<file path="src/rtl/mmcm_lock_ctrl_pkg.sv">
`default_nettype none
// ============================================================================
//  Module      : mmcm_lock_pkg
//  Description : Shared types and helpers for the MMCM lock controller.
//  Revision    : 1.0 - initial release
// ============================================================================
package mmcm_lock_pkg;

    // Controller states, explicitly 3 bits wide.
    typedef enum logic [2:0] {
        HOLD   = 3'd0,
        WAIT   = 3'd1,
        STABLE = 3'd2,
        RUN    = 3'd3,
        FAULT  = 3'd4
    } lock_state_t;

    // Counter width for a count limit; never less than one bit.
    function automatic int cnt_width(input int limit);
        return (limit <= 1) ? 1 : $clog2(limit);
    endfunction

endpackage
`default_nettype wire

</file>
<file path="src/rtl/mmcm_lock_ctrl_sync_2ff.sv">
`default_nettype none
// ============================================================================
//  Module      : sync_2ff
//  Description : Two-flop synchronizer for asynchronous status inputs.
//                Both stages reset to zero.
//  Revision    : 1.0 - initial release
// ============================================================================
module sync_2ff #(
    parameter int WIDTH = 1
) (
    input  logic             clk,
    input  logic             rst,
    input  logic [WIDTH-1:0] d,
    output logic [WIDTH-1:0] q
);

    logic [WIDTH-1:0] meta_q;
    logic [WIDTH-1:0] meta_d;
    logic [WIDTH-1:0] sync_q;
    logic [WIDTH-1:0] sync_d;

    // Next values: first stage captures the async input, second stage resolves it.
    always_comb begin
        meta_d = d;
        sync_d = meta_q;
    end

    // Synchronizer register chain.
    always_ff @(posedge clk) begin
        if (rst) begin
            meta_q <= '0;
            sync_q <= '0;
        end else begin
            meta_q <= meta_d;
            sync_q <= sync_d;
        end
    end

    assign q = sync_q;

endmodule
`default_nettype wire

</file>
<file path="src/rtl/mmcm_lock_ctrl.sv">
`default_nettype none
// ============================================================================
//  Module      : mmcm_lock_ctrl
//  Description : Drives the MMCM reset, watches its LOCKED output and releases
//                the downstream reset once lock has been stable long enough.
//                Retries on timeout, faults after MAX_RETRIES failures.
//  Options     : MMCM_LOCK_CTRL_RELOCK_CNT_EN - adds relock_cnt output that
//                counts RUN->HOLD lock-loss events (saturating, rst-only clear).
//  Revision    : 1.0 - initial release
// ============================================================================
module mmcm_lock_ctrl
    import mmcm_lock_pkg::*;
#(
    parameter int RST_CYCLES    = 8,
    parameter int LOCK_TIMEOUT  = 100000,
    parameter int STABLE_CYCLES = 1024,
    parameter int MAX_RETRIES   = 4
) (
    input  logic                               clk_100m,
    input  logic                               rst,
    input  logic                               locked,
    output logic                               mmcm_rst,
    output logic                               sys_rst,
    output logic                               ready,
    output logic                               fault,
`ifdef MMCM_LOCK_CTRL_RELOCK_CNT_EN
    output logic [15:0]                        relock_cnt,
`endif
    output logic [$clog2(MAX_RETRIES+1)-1:0]   retries
);

    localparam int HOLD_W   = cnt_width(RST_CYCLES);
    localparam int WAIT_W   = cnt_width(LOCK_TIMEOUT);
    localparam int STABLE_W = cnt_width(STABLE_CYCLES);
    localparam int RET_W    = $clog2(MAX_RETRIES + 1);

    localparam logic [HOLD_W-1:0]   HOLD_LAST   = HOLD_W'(RST_CYCLES - 1);
    localparam logic [WAIT_W-1:0]   WAIT_LAST   = WAIT_W'(LOCK_TIMEOUT - 1);
    localparam logic [STABLE_W-1:0] STABLE_LAST = STABLE_W'(STABLE_CYCLES - 1);
    localparam logic [RET_W-1:0]    RET_LAST    = RET_W'(MAX_RETRIES - 1);
    localparam logic [RET_W-1:0]    RET_MAX     = RET_W'(MAX_RETRIES);

    logic locked_s;

    lock_state_t         state_q,      state_d;
    logic [HOLD_W-1:0]   hold_cnt_q,   hold_cnt_d;
    logic [WAIT_W-1:0]   wait_tmr_q,   wait_tmr_d;
    logic [STABLE_W-1:0] stable_cnt_q, stable_cnt_d;
    logic [RET_W-1:0]    retries_q,    retries_d;
    logic                mmcm_rst_q,   mmcm_rst_d;
    logic                sys_rst_q,    sys_rst_d;
    logic                ready_q,      ready_d;
    logic                fault_q,      fault_d;
    logic                fail;
`ifdef MMCM_LOCK_CTRL_RELOCK_CNT_EN
    logic [15:0]         relock_cnt_q, relock_cnt_d;
`endif

    sync_2ff #(
        .WIDTH (1)
    ) u_lock_sync (
        .clk (clk_100m),
        .rst (rst),
        .d   (locked),
        .q   (locked_s)
    );

    // Next-state, counter and output decode; outputs follow the next state so
    // they change on the same edge as the state register.
    always_comb begin
        state_d      = state_q;
        hold_cnt_d   = hold_cnt_q;
        wait_tmr_d   = wait_tmr_q;
        stable_cnt_d = stable_cnt_q;
        retries_d    = retries_q;
        fail         = 1'b0;
`ifdef MMCM_LOCK_CTRL_RELOCK_CNT_EN
        relock_cnt_d = relock_cnt_q;
`endif

        case (state_q)
            HOLD: begin
                if (hold_cnt_q == HOLD_LAST) begin
                    state_d = WAIT;
                end else begin
                    hold_cnt_d = hold_cnt_q + 1'b1;
                end
            end
            WAIT: begin
                // Lock wins over a timeout landing in the same cycle.
                if (locked_s) begin
                    state_d = STABLE;
                end else if (wait_tmr_q == WAIT_LAST) begin
                    fail = 1'b1;
                end else begin
                    wait_tmr_d = wait_tmr_q + 1'b1;
                end
            end
            STABLE: begin
                // A dropout here is a glitch: re-wait without counting a failure.
                if (!locked_s) begin
                    state_d = WAIT;
                end else if (stable_cnt_q == STABLE_LAST) begin
                    state_d   = RUN;
                    retries_d = '0;
                end else begin
                    stable_cnt_d = stable_cnt_q + 1'b1;
                end
            end
            RUN: begin
                if (!locked_s) begin
                    state_d = HOLD;
`ifdef MMCM_LOCK_CTRL_RELOCK_CNT_EN
                    if (relock_cnt_q != 16'hFFFF) begin
                        relock_cnt_d = relock_cnt_q + 16'd1;
                    end
`endif
                end
            end
            FAULT: begin
                state_d = FAULT;
            end
            default: begin
                state_d = HOLD;
            end
        endcase

        if (fail) begin
            if (retries_q == RET_LAST) begin
                retries_d = RET_MAX;
                state_d   = FAULT;
            end else begin
                retries_d = retries_q + 1'b1;
                state_d   = HOLD;
            end
        end

        // Every state entry starts all counters from zero.
        if (state_d != state_q) begin
            hold_cnt_d   = '0;
            wait_tmr_d   = '0;
            stable_cnt_d = '0;
        end

        mmcm_rst_d = (state_d == HOLD) || (state_d == FAULT);
        sys_rst_d  = (state_d != RUN);
        ready_d    = (state_d == RUN);
        fault_d    = (state_d == FAULT);
    end

    // State, counter and output registers with synchronous reset.
    always_ff @(posedge clk_100m) begin
        if (rst) begin
            state_q      <= HOLD;
            hold_cnt_q   <= '0;
            wait_tmr_q   <= '0;
            stable_cnt_q <= '0;
            retries_q    <= '0;
            mmcm_rst_q   <= 1'b1;
            sys_rst_q    <= 1'b1;
            ready_q      <= 1'b0;
            fault_q      <= 1'b0;
`ifdef MMCM_LOCK_CTRL_RELOCK_CNT_EN
            relock_cnt_q <= '0;
`endif
        end else begin
            state_q      <= state_d;
            hold_cnt_q   <= hold_cnt_d;
            wait_tmr_q   <= wait_tmr_d;
            stable_cnt_q <= stable_cnt_d;
            retries_q    <= retries_d;
            mmcm_rst_q   <= mmcm_rst_d;
            sys_rst_q    <= sys_rst_d;
            ready_q      <= ready_d;
            fault_q      <= fault_d;
`ifdef MMCM_LOCK_CTRL_RELOCK_CNT_EN
            relock_cnt_q <= relock_cnt_d;
`endif
        end
    end

    assign mmcm_rst = mmcm_rst_q;
    assign sys_rst  = sys_rst_q;
    assign ready    = ready_q;
    assign fault    = fault_q;
    assign retries  = retries_q;
`ifdef MMCM_LOCK_CTRL_RELOCK_CNT_EN
    assign relock_cnt = relock_cnt_q;
`endif

endmodule
`default_nettype wire

</file>
<file path="config.mk">
export PLATFORM = sky130hd
export DESIGN_NAME = mmcm_lock_ctrl
export DESIGN_NICKNAME = d
export VERILOG_FILES = /design/src/rtl/mmcm_lock_ctrl_pkg.sv /design/src/rtl/mmcm_lock_ctrl_sync_2ff.sv /design/src/rtl/mmcm_lock_ctrl.sv
export SDC_FILE = /design/constraint.sdc
export NUM_CORES = 1
export LEC_CHECK = 0
export BUFFER_PORTS_ARGS = -buffer_cell sky130_fd_sc_hd__buf_2
export CORE_ASPECT_RATIO = 0.7
export CORE_MARGIN = 2
export CORE_UTILIZATION = 50
export CTS_BUF_LIST = sky130_fd_sc_hd__clkbuf_8
export DETAILED_ROUTE_END_ITERATION = 10
export MAX_ROUTING_LAYER = met4
export PLACE_DENSITY = 0.7
export SLEW_MARGIN = 20
export SYNTH_ARGS = -nofsm -noshare
export SYNTH_HDL_FRONTEND = slang
export SYNTH_SLANG_ARGS = --single-unit
</file>
<file path="constraint.sdc">
create_clock -name clk_100m -period 1.8 [get_ports clk_100m]
set_clock_uncertainty 0.05 [all_clocks]
set_input_delay 0.18 -clock clk_100m [delete_from_list [all_inputs] [get_ports clk_100m]]
set_output_delay 0.18 -clock clk_100m [all_outputs]
set_load 0.01 [all_outputs]
</file>
==> results of run 1 <==
==> cells in the final DEF, fill, tap and decap left out, types with 5 or more instances in the layout <==
cell	n
a21oi_1	16
a22oi_2	16
buf_2	9
buf_4	51
clkbuf_8	5
dfxtp_1	33
dfxtp_2	7
inv_1	9
nand2_1	12
nand3_1	10
nand4_1	7
o21ai_0	8
o31ai_1	10
or3_1	7
or4_1	9
xor2_1	7
==> metrics by stage <==
step | TNS, ns | cells
floorplan | 0 | 233
CTS | -0.000347 | 340
global placement | -1.68 | 324
finish | 0 | 347
detailed placement | -2.99 | 324
global route | -0.124 | 347
==> logic make-up (layout without fill, tap and decap cells) <==
family                   Yosys count  after routing  share of synthesized area, %
AND/OR/NAND/NOR                   84             84                          26.7
AO/OA/AOI/OAI                     68             69                          21.6
flip-flops                        42             42                          38.4
buffers and inverters             22             80                          5.21
XOR/XNOR                           8              8                          3.20
adder cells (fa/ha/maj)            6              6                          3.43
multiplexers                       3              3                          1.37
==> final cells by class <==
| class | count | area [sq um] | area share (%) |
|---|---|---|---|
| multi-input combinational | 170 | 1430 | 47.9 |
| sequential | 42 | 857 | 28.7 |
| timing repair buffer | 66 | 529 | 17.7 |
| clock buffer | 5 | 68.8 | 2.30 |
| tap | 55 | 68.8 | 2.30 |
| inverter | 7 | 26.3 | 0.879 |
| clock inverter | 2 | 7.51 | 0.251 |
==> path summary, 6_finish.rpt <==
check / from / slack (ns) / depth (start not counted) / to
setup / recovery: hold_cnt_q[0] / 0.04 / 8 / wait_tmr_q[6]
hold / removal: locked / 0.05 / 2 / u_lock_sync.meta_q
setup reg to reg: hold_cnt_q[0] / 0.04 / 8 / wait_tmr_q[6]
hold reg to reg: u_lock_sync.meta_q / 0.40 / 1 / u_lock_sync.q
==> power by group through the flow <==
| stage | Clock [mW] | Sequential [mW] | Combinational, mW |
|---|---|---|---|
| floorplan | 0 | 0.967 | 0.0417 |
| global placement | 0 | 0.968 | 0.0745 |
| detailed placement | 0 | 0.968 | 0.0745 |
| CTS | 0.571 | 0.947 | 0.0972 |
| global route | 0.605 | 0.950 | 0.119 |
| finish | 0.558 | 0.950 | 0.109 |
==> critical path, delay by kind of cell (launching register included) <==
kind	cells	cell delay, ns
AOI/OAI and AO/OA	3	0.46
DFF	1	0.34
adders and majority gates	2	0.30
buffers and inverters	2	0.27
and+or+nand+nor	1	0.25
==> routing by layer <==
metal  up-vias  track usage [%]
met5         -                -
met4         0             6.32
met3         8             4.74
met2        52             33.5
met1       992             33.1
li1       1021                -
==> state kept, by name, indices dropped and copies added (netlist names) <==
signal              flops
u_lock_sync.meta_q      1
sys_rst                 1
mmcm_rst                1
hold_cnt_q              3
u_lock_sync.q           1
stable_cnt_q           10
fault                   1
wait_tmr_q             17
state_q                 3
ready                   1
retries                 3
==> timing repair <==
| action | in CTS | in global routing |
|---|---|---|
| hold buffers | 0 | 0 |
| cloned | 2 | 0 |
| pin swaps | 2 | 19 |
| gates resized for setup | 10 | 39 |
| setup buffers | 7 | 8 |
| endpoints found under the setup margin | 30 | 30 |
==> qor.yml, run 1 <==
yosys:
  async_reset_ff_share_pct: 0
  synth_flop_cell: "dfxtp_1"
  yosysTopAreaCell: "dfxtp_1"
  syn-instance-count: 233
  ys_ff_latch: 42
  synthTopCellsByArea: "dfxtp_1, a22oi_1, a21oi_1"
  syn_nets: 242
  synth_cell_types: 51
  syn-cell-area_sq_um: 2190
  synth_top_area_share_pct: 38.4
  synth.most_common_cell: "dfxtp_1"
  syn_area_per_cell_sq_um: 9.39
  yosysSeqAreaShare_pct: 38.4
  synth_warnings: 0
  synth.top_cells.by_count: "dfxtp_1, a21oi_1, a22oi_1, nand2_1"
  synth_edf_count: 0
drt:
  detail_route.first_pass.iterations: 5
  drt_iter0_markers: 164
  vias: 2073
  ant_nets: 0
  wl_met1_um: 2770
  topRoutingLayerUsed: "met4"
  via_per_inst: 5.97
  wl_um: 5540
  drc: 0
  wl_met3_um: 259
  dr_wl_met2_um: 2420
  wl_per_cell_um: 16.0
die:
  die_w_um: 83.1
  start_util_pct: 51.1
  die-area_sq_um: 4930
  fp.dieH_um: 59.3
  io_pins: 10
  core_area_sq_um: 4280
  placementRows: 20
pwr:
  switchingPower_mw: 0.365
  p_leak_nw: 1.12
  clkPwrFrac_pct: 34.5
  power_mw: 1.62
  ir_worst_vdd_uv: 509
  power.share.combinational_pct: 6.7
  switching_share_pct: 22.6
  pwr-share-seq_pct: 58.7
  p_per_area_nw_per_um2: 541
  p_int_mw: 1.25
worst_setup_path:
  path_cells: "ha_4, ha_4, or2_4, a21oi_4, o31ai_4, buf_6, buf_16, a21oi_1"
  path_common_cell: "ha_4"
  crit_path_max_incr_delay_ns: 0.34
  critPathArrivalTime_ns: 1.93
  cp-end-kind: "flip-flop"
  startpoint_type: "flip-flop"
  worstPathMaxFanout: 8
  critPathKind: "flip-flop to flip-flop"
  slowest_stage: "dfxtp_2"
  critPathRequiredTime_ns: 1.97
placement:
  routabilityCongestion: 0.844
  place_ws_ns: -0.171
  portBuffers: 9
  post-dp-hpwl_um: 3520
  dpl_cell_area_sq_um: 2580
global_route:
  grtUsageTotal_pct: 23.2
  grt_pass1_wl_um: 8800
  grt_max_degree: 25
  grt_pass1_vias: 1832
  grt_overflow: 0
  antenna_found_initial: 0
clocking:
  cts_buffers: 5
  cts_root_buffer: "clkbuf_8"
  cts.sinks: 42
  clockBufferDepth: 2
  htree_levels: 2
  insertion_delay_ns: 0.29
  cts_tree: "built"
  cts.clk_slew.worst_paths_ns: 0.08
sta:
  finalSetupViolCount: 0
  slew-limit-headroom_pct: 71.9
  hold_viol_final: 0
  worst_pin_slew_ns: 0.420
  slew_violations: 0
  fin_ws_ns: 0.0412
  holdWs_ns: 0.0515
  fin_crit_ns: 1.76
  fmax_mhz: 569
  fin_crit_sh_pct: 97.7
run:
  drv_cap: 0
layout:
  antennaDiodeCount: 0
  syn2layout_area_growth_pct: 36.7
  final_nets: 301
  drive_gt1_share_pct: 43.5
  utilization_pct: 69.9
  finalInstanceArea_sq_um: 2990
  nFillCells: 297
outcome:
  status: "finished clean"
worst_hold_path:
  min_path_type: "primary input to flip-flop"
Note: power is estimated with default switching activity, not from simulation.
==> run 2, diff against run 1 <==
--- a/config.mk
+++ b/config.mk
@@ -9,11 +9,10 @@
 export CORE_ASPECT_RATIO = 0.7
 export CORE_MARGIN = 2
 export CORE_UTILIZATION = 50
-export CTS_BUF_LIST = sky130_fd_sc_hd__clkbuf_8
+export CTS_BUF_LIST = sky130_fd_sc_hd__clkbuf_4 sky130_fd_sc_hd__clkbuf_8
 export DETAILED_ROUTE_END_ITERATION = 10
 export MAX_ROUTING_LAYER = met4
 export PLACE_DENSITY = 0.7
-export SLEW_MARGIN = 20
 export SYNTH_ARGS = -nofsm -noshare
 export SYNTH_HDL_FRONTEND = slang
 export SYNTH_SLANG_ARGS = --single-unit
==> qor.yml, run 2 (same netlist as run 1, synthesis figures left out) <==
layout:
  final_cell_mix: "buf_4, dfxtp_1, a22oi_2, a21oi_1, nand2_1"  # was buf_4, dfxtp_1, a21oi_1, a22oi_2, nand2_1
  nFillCells: 277  # was 297
  final_nets: 307  # was 301
  final_cells: 353  # was 347
  utilization_pct: 72.7  # was 69.9%
  multi_input_area_sq_um: 1440  # was 1430 sq um
  antennaDiodeCount: 0  # unchanged
  register_area_sq_um: 857  # unchanged
  reg_top3: "wait_tmr_q x17, stable_cnt_q x10"  # unchanged
  drive_gt1_share_pct: 45.3  # was 43.5%
  layout.cells.most_common: "buf_4"  # unchanged
  syn2layout_area_growth_pct: 42.2  # was 36.7%
  largest_reg_flops: 17  # unchanged
  top_register: "wait_tmr_q"  # unchanged
global_route:
  grtUsageTotal_pct: 23.2  # about the same
  grt_overflow: 0  # unchanged
  grt_max_degree: 25  # unchanged
  grt_pass1_vias: 1818  # was 1832
  antenna_found_initial: 0  # unchanged
  grt_pass1_wl_um: 8800  # about the same
clocking:
  htree_levels: 2  # unchanged
  insertion_delay_ns: 0.30  # was 0.29 ns
  cts_buffers: 5  # unchanged
  cts.clk_slew.worst_paths_ns: 0.08  # about the same
  clockBufferDepth: 2  # unchanged
  ctsHoldBuffers: 0  # unchanged
  cts_tree: "built"  # unchanged
  cts_root_buffer: "clkbuf_8"  # unchanged
  cts.sinks: 42  # unchanged
placement:
  routabilityCongestion: 0.844  # unchanged
  portBuffers: 9  # unchanged
  post-dp-hpwl_um: 3520  # unchanged
  dpl.cell_count: 324  # unchanged
sta:
  hold_viol_final: 0  # unchanged
  fin_crit_ns: 1.88  # was 1.76 ns
  fin_crit_sh_pct: 104  # was 97.7%
  worst_pin_slew_ns: 0.515  # was 0.420 ns
  finalSetupViolCount: 27  # was 0
  rsz0062_at_grt: "true"
  slew_violations: 0  # unchanged
  fmax_mhz: 533  # was 569 MHz
  fin_ws_ns: -0.0758  # was 0.0412 ns
  holdWs_ns: 0.0488  # was 0.0515 ns
  slew-limit-headroom_pct: 65.5  # was 71.9%
die:
  placementRows: 20  # unchanged
  fp.dieH_um: 59.3  # unchanged
  die-area_sq_um: 4930  # unchanged
  start_util_pct: 51.1  # unchanged
  die_w_um: 83.1  # unchanged
  core_area_sq_um: 4280  # unchanged
  io_pins: 10  # unchanged
worst_setup_path:
  critPathKind: "flip-flop to flip-flop"  # unchanged
  startpoint_type: "flip-flop"  # unchanged
  worstPathMaxFanout: 6  # was 8
  cp-end-kind: "flip-flop"  # unchanged
  critPathRequiredTime_ns: 1.91  # was 1.97 ns
  critPathArrivalTime_ns: 1.99  # was 1.93 ns
drt:
  wl_um: 6170  # was 5540 um
  wl_per_cell_um: 17.5  # was 16.0 um
  ant_nets: 0  # unchanged
  drt_iter0_markers: 171  # was 164
  via_per_inst: 6.06  # was 5.97
  vias: 2139  # was 2073
  detail_route.first_pass.iterations: 4  # was 5
  drc: 0  # unchanged
pwr:
  p_leak_nw: 1.18  # was 1.12 nW
  p_per_area_nw_per_um2: 541  # about the same
  clkPwrFrac_pct: 36.2  # was 34.5%
  switching_share_pct: 22.6  # about the same
  power.share.combinational_pct: 7.3  # was 6.7%
  p_int_mw: 1.30  # was 1.25 mW
  ir_worst_vdd_uv: 417  # was 509 uV
  pwr-share-seq_pct: 56.5  # was 58.7%
  switchingPower_mw: 0.381  # was 0.365 mW
outcome:
  violations: "setup timing"
  status: "finished with violations"  # was finished clean
run:
  drv_cap: 0  # unchanged
worst_hold_path:
  min_path_type: "primary input to flip-flop"  # unchanged
[run 2: cell types whose count changed in the layout (fill, tap and decap cells not counted), sizes merged]
cell / change
buf: +4
clkbuf: +4
inv: -2
[run 2: final timing paths]
check	slack, ns	cells past startpoint	to	from
worst min-delay path	0.05	2	u_lock_sync.meta_q	locked
worst min register to register	0.40	1	u_lock_sync.q	u_lock_sync.meta_q
worst max register to register	-0.08	5	wait_tmr_q[12]	wait_tmr_q[6]
worst max-delay path	-0.08	5	wait_tmr_q[12]	wait_tmr_q[6]
[run 2: layout make-up]
type	count	area share (%)
repair buffers	72	20.5
clock buffers	7	2.70
multi-input cells	170	46.2
flip-flops and latches	42	27.6
inverters	7	0.845
well taps	55	2.21
[run 2: through the flow]
step / setup slack, ns / instance area, sq um / TNS (ns) / power (mW)
2_1_floorplan: 0.0346 / 2190 / 0 / 1.01
3_3_place_gp: -0.0899 / 2580 / -1.68 / 1.04
3_5_place_dp: -0.171 / 2580 / -2.99 / 1.04
4_1_cts: -0.000347 / 2800 / -0.000347 / 1.66
5_1_grt: -0.176 / 3110 / -4.42 / 1.73
6_report: -0.0758 / 3110 / -1.12 / 1.68
[run 2: power by group through the flow]
stage                     Clock [mW]  Sequential, mW  Combinational, mW
after floorplan                    0           0.967             0.0417
after global placement             0           0.968             0.0745
after detailed placement           0           0.968             0.0745
after CTS                      0.611           0.947             0.0975
after global routing           0.647           0.950              0.131
final                          0.608           0.950              0.123
[run 2: per-layer routing]
| layer | part of all wire, % | vias to the layer above | GRT usage, % |
|---|---|---|---|
| met1 | 49 | 1029 | 33.2 |
| li1 | - | 1032 | - |
| met3 | 5.2 | 8 | 4.74 |
| met5 | 0 | - | - |
| met4 | 1.2 | 0 | 6.32 |
| met2 | 45 | 70 | 33.3 |
[run 2: what timing repair did]
item | 4_1_cts | 5_1_grt
resized for setup | 10 | 42
endpoints found under the setup margin | 29 | 30
setup buffers | 7 | 10
pin swaps | 2 | 13
cloned | 2 | 3
[run 2: critical path, cell delays in order, from the launching register on]
cell and delay, ns:
dfxtp_1 0.37, nor4b_2 0.34, nand4_1 0.26, o21ai_4 0.40, clkbuf_16 0.23, a22oi_2 0.07
==> run 3, diff against run 2 <==
--- a/config.mk
+++ b/config.mk
@@ -6,13 +6,14 @@
 export NUM_CORES = 1
 export LEC_CHECK = 0
 export BUFFER_PORTS_ARGS = -buffer_cell sky130_fd_sc_hd__buf_2
+export CAP_MARGIN = 20
 export CORE_ASPECT_RATIO = 0.7
 export CORE_MARGIN = 2
-export CORE_UTILIZATION = 50
+export CORE_UTILIZATION = 57
 export CTS_BUF_LIST = sky130_fd_sc_hd__clkbuf_4 sky130_fd_sc_hd__clkbuf_8
 export DETAILED_ROUTE_END_ITERATION = 10
 export MAX_ROUTING_LAYER = met4
-export PLACE_DENSITY = 0.7
+export PLACE_DENSITY = 0.78
 export SYNTH_ARGS = -nofsm -noshare
 export SYNTH_HDL_FRONTEND = slang
 export SYNTH_SLANG_ARGS = --single-unit
==> qor.yml, run 3 (same netlist as run 1, synthesis figures left out) <==
clocking:
  cts_root_buffer: "clkbuf_8"  # unchanged
  cts_tree: "built"  # unchanged
  cts_buffers: 5  # unchanged
  cts.clk_slew.worst_paths_ns: 0.08  # about the same
  clockBufferDepth: 2  # unchanged
  cts.sinks: 42  # unchanged
  insertion_delay_ns: 0.30  # about the same
  htree_levels: 2  # unchanged
  ctsHoldBuffers: 0  # unchanged
worst_setup_path:
  critPathKind: "flip-flop to flip-flop"  # unchanged
  worstPathMaxFanout: 6  # unchanged
  critPathArrivalTime_ns: 1.96  # was 1.99 ns
  startpoint_type: "flip-flop"  # unchanged
  slowest_stage: "dfxtp_4"  # was o21ai_4
  critPathRequiredTime_ns: 1.98  # was 1.91 ns
  worst-path-buf-inv: 2  # was 1
  cp-end-kind: "flip-flop"  # unchanged
  path_cells: "buf_4, nor2_1, nand3_1, buf_4, or3_1, a21oi_1"  # was nor4b_2, nand4_1, o21ai_4, clkbuf_16, a22oi_2
  path_common_cell: "buf_4"
  crit_family: "simple AND/OR/NAND/NOR gates"  # unchanged
  crit_path_max_incr_delay_ns: 0.37  # was 0.40 ns
layout:
  largest_reg_flops: 17  # unchanged
  reg_top3: "wait_tmr_q x17, stable_cnt_q x10"  # unchanged
  drive_gt1_share_pct: 40.4  # was 45.3%
  syn2layout_area_growth_pct: 31.8  # was 42.2%
  final_cells: 330  # was 353
  final_cell_mix: "buf_4, dfxtp_1, a21oi_1, a22oi_1, nand2_1"  # was buf_4, dfxtp_1, a22oi_2, a21oi_1, nand2_1
  final_nets: 289  # was 307
  antennaDiodeCount: 0  # unchanged
  layout.cells.most_common: "buf_4"  # unchanged
  top_register: "wait_tmr_q"  # unchanged
pwr:
  p_per_area_nw_per_um2: 626  # was 541 nW/um^2
  p_leak_nw: 1.10  # was 1.18 nW
  ir_worst_vdd_uv: 409  # was 417 uV
  power_mw: 1.80  # was 1.68 mW
outcome:
  status: "finished clean"  # was finished with violations
global_route:
  grt_pass1_vias: 1888  # was 1818
  grtUsageTotal_pct: 26.2  # was 23.2%
  grt_overflow: 0  # unchanged
  antenna_found_initial: 0  # unchanged
  grt_max_degree: 28  # was 25
  grt_pass1_wl_um: 8780  # was 8800 um
drt:
  drc: 0  # unchanged
  wl_per_cell_um: 17.8  # was 17.5 um
  drt_iter0_markers: 247  # was 171
  via_per_inst: 6.39  # was 6.06
  wl_um: 5880  # was 6170 um
  detail_route.first_pass.iterations: 6  # was 4
  ant_nets: 0  # unchanged
  vias: 2110  # was 2139
placement:
  post-dp-hpwl_um: 3710  # was 3520 um
  portBuffers: 9  # unchanged
  dpl.cell_count: 313  # was 324
  place_ws_ns: -0.102  # was -0.171 ns
  routabilityCongestion: 0.836  # was 0.844
die:
  start_util_pct: 60.7  # was 51.1%
  core_area_sq_um: 3600  # was 4280 sq um
  io_pins: 10  # unchanged
  placementRows: 18  # was 20
  die_w_um: 78.0  # was 83.1 um
  die-area_sq_um: 4360  # was 4930 sq um
  fp.dieH_um: 55.8  # was 59.3 um
sta:
  fmax_mhz: 562  # was 533 MHz
  worst_pin_slew_ns: 0.449  # was 0.515 ns
  finalSetupViolCount: 0  # was 27
  fin_crit_ns: 1.78  # was 1.88 ns
  rsz0062_at_grt: "true"  # unchanged
  fin_ws_ns: 0.0201  # was -0.0758 ns
  fin_crit_sh_pct: 98.9  # was 104%
  setup_tns_ns: 0  # was -1.12 ns
  slew_violations: 0  # unchanged
  hold_viol_final: 0  # unchanged
  slew-limit-headroom_pct: 69.8  # was 65.5%
worst_hold_path:
  min_path_type: "primary input to flip-flop"  # unchanged
run:
  drv_cap: 0  # unchanged
run 3: routing by layer:
layer | GRT usage [%] | share of wire (%) | up-vias
li1 | - | - | 996
met1 | 34.7 | 46 | 1019
met2 | 38.4 | 46 | 80
met3 | 5.84 | 5.5 | 15
met4 | 11.5 | 2.1 | 0
met5 | - | 0 | -
run 3: metrics by stage:
stage	hold WS [ns]	instance area, sq um	utilization (%)
after floorplan	0.258	2190	-
after global placement	0.358	2510	69.6
after detailed placement	0.369	2510	69.6
after CTS	0.0650	2670	74.2
after global routing	0.0607	2880	80.0
final	0.0561	2880	80.0
run 3: layout make-up:
class,instances,area [sq um]
Clock buffer,6,82.6
Clock inverter,1,30.0
Timing Repair Buffer,54,408
Inverter,7,26.3
Tap cell,50,62.6
Fill cell,212,721
Multi-Input combinational cell,170,1410
Sequential cell,42,865
run 3: worst paths after layout:
| check | from | end | slack (ns) | depth (start not counted) |
|---|---|---|---|---|
| max | state_q[2] | retries[2] | 0.02 | 6 |
| min | locked | u_lock_sync.meta_q | 0.06 | 2 |
| max reg2reg | state_q[2] | retries[2] | 0.02 | 6 |
| min reg2reg | u_lock_sync.meta_q | u_lock_sync.q | 0.40 | 1 |
run 3: worst register-to-register path, delay by kind of cell, from the launching register on:
family,cells,cell delay (ns)
simple gates,3,0.71
buf+inv,2,0.38
flops,1,0.37
compound gates,1,0.19
run 3: repair_timing:
action                     4_1_cts  5_1_grt
resized for setup               10       40
setup endpoints to repair       30       35
buffers inserted                 2        6
gates cloned                     0        2
pin swaps                        6       12
run 3: power by group:
part | internal, mW | switching (mW)
Sequential | 0.936 | 0.0112
Clock | 0.444 | 0.321
Combinational | 0.0474 | 0.0453
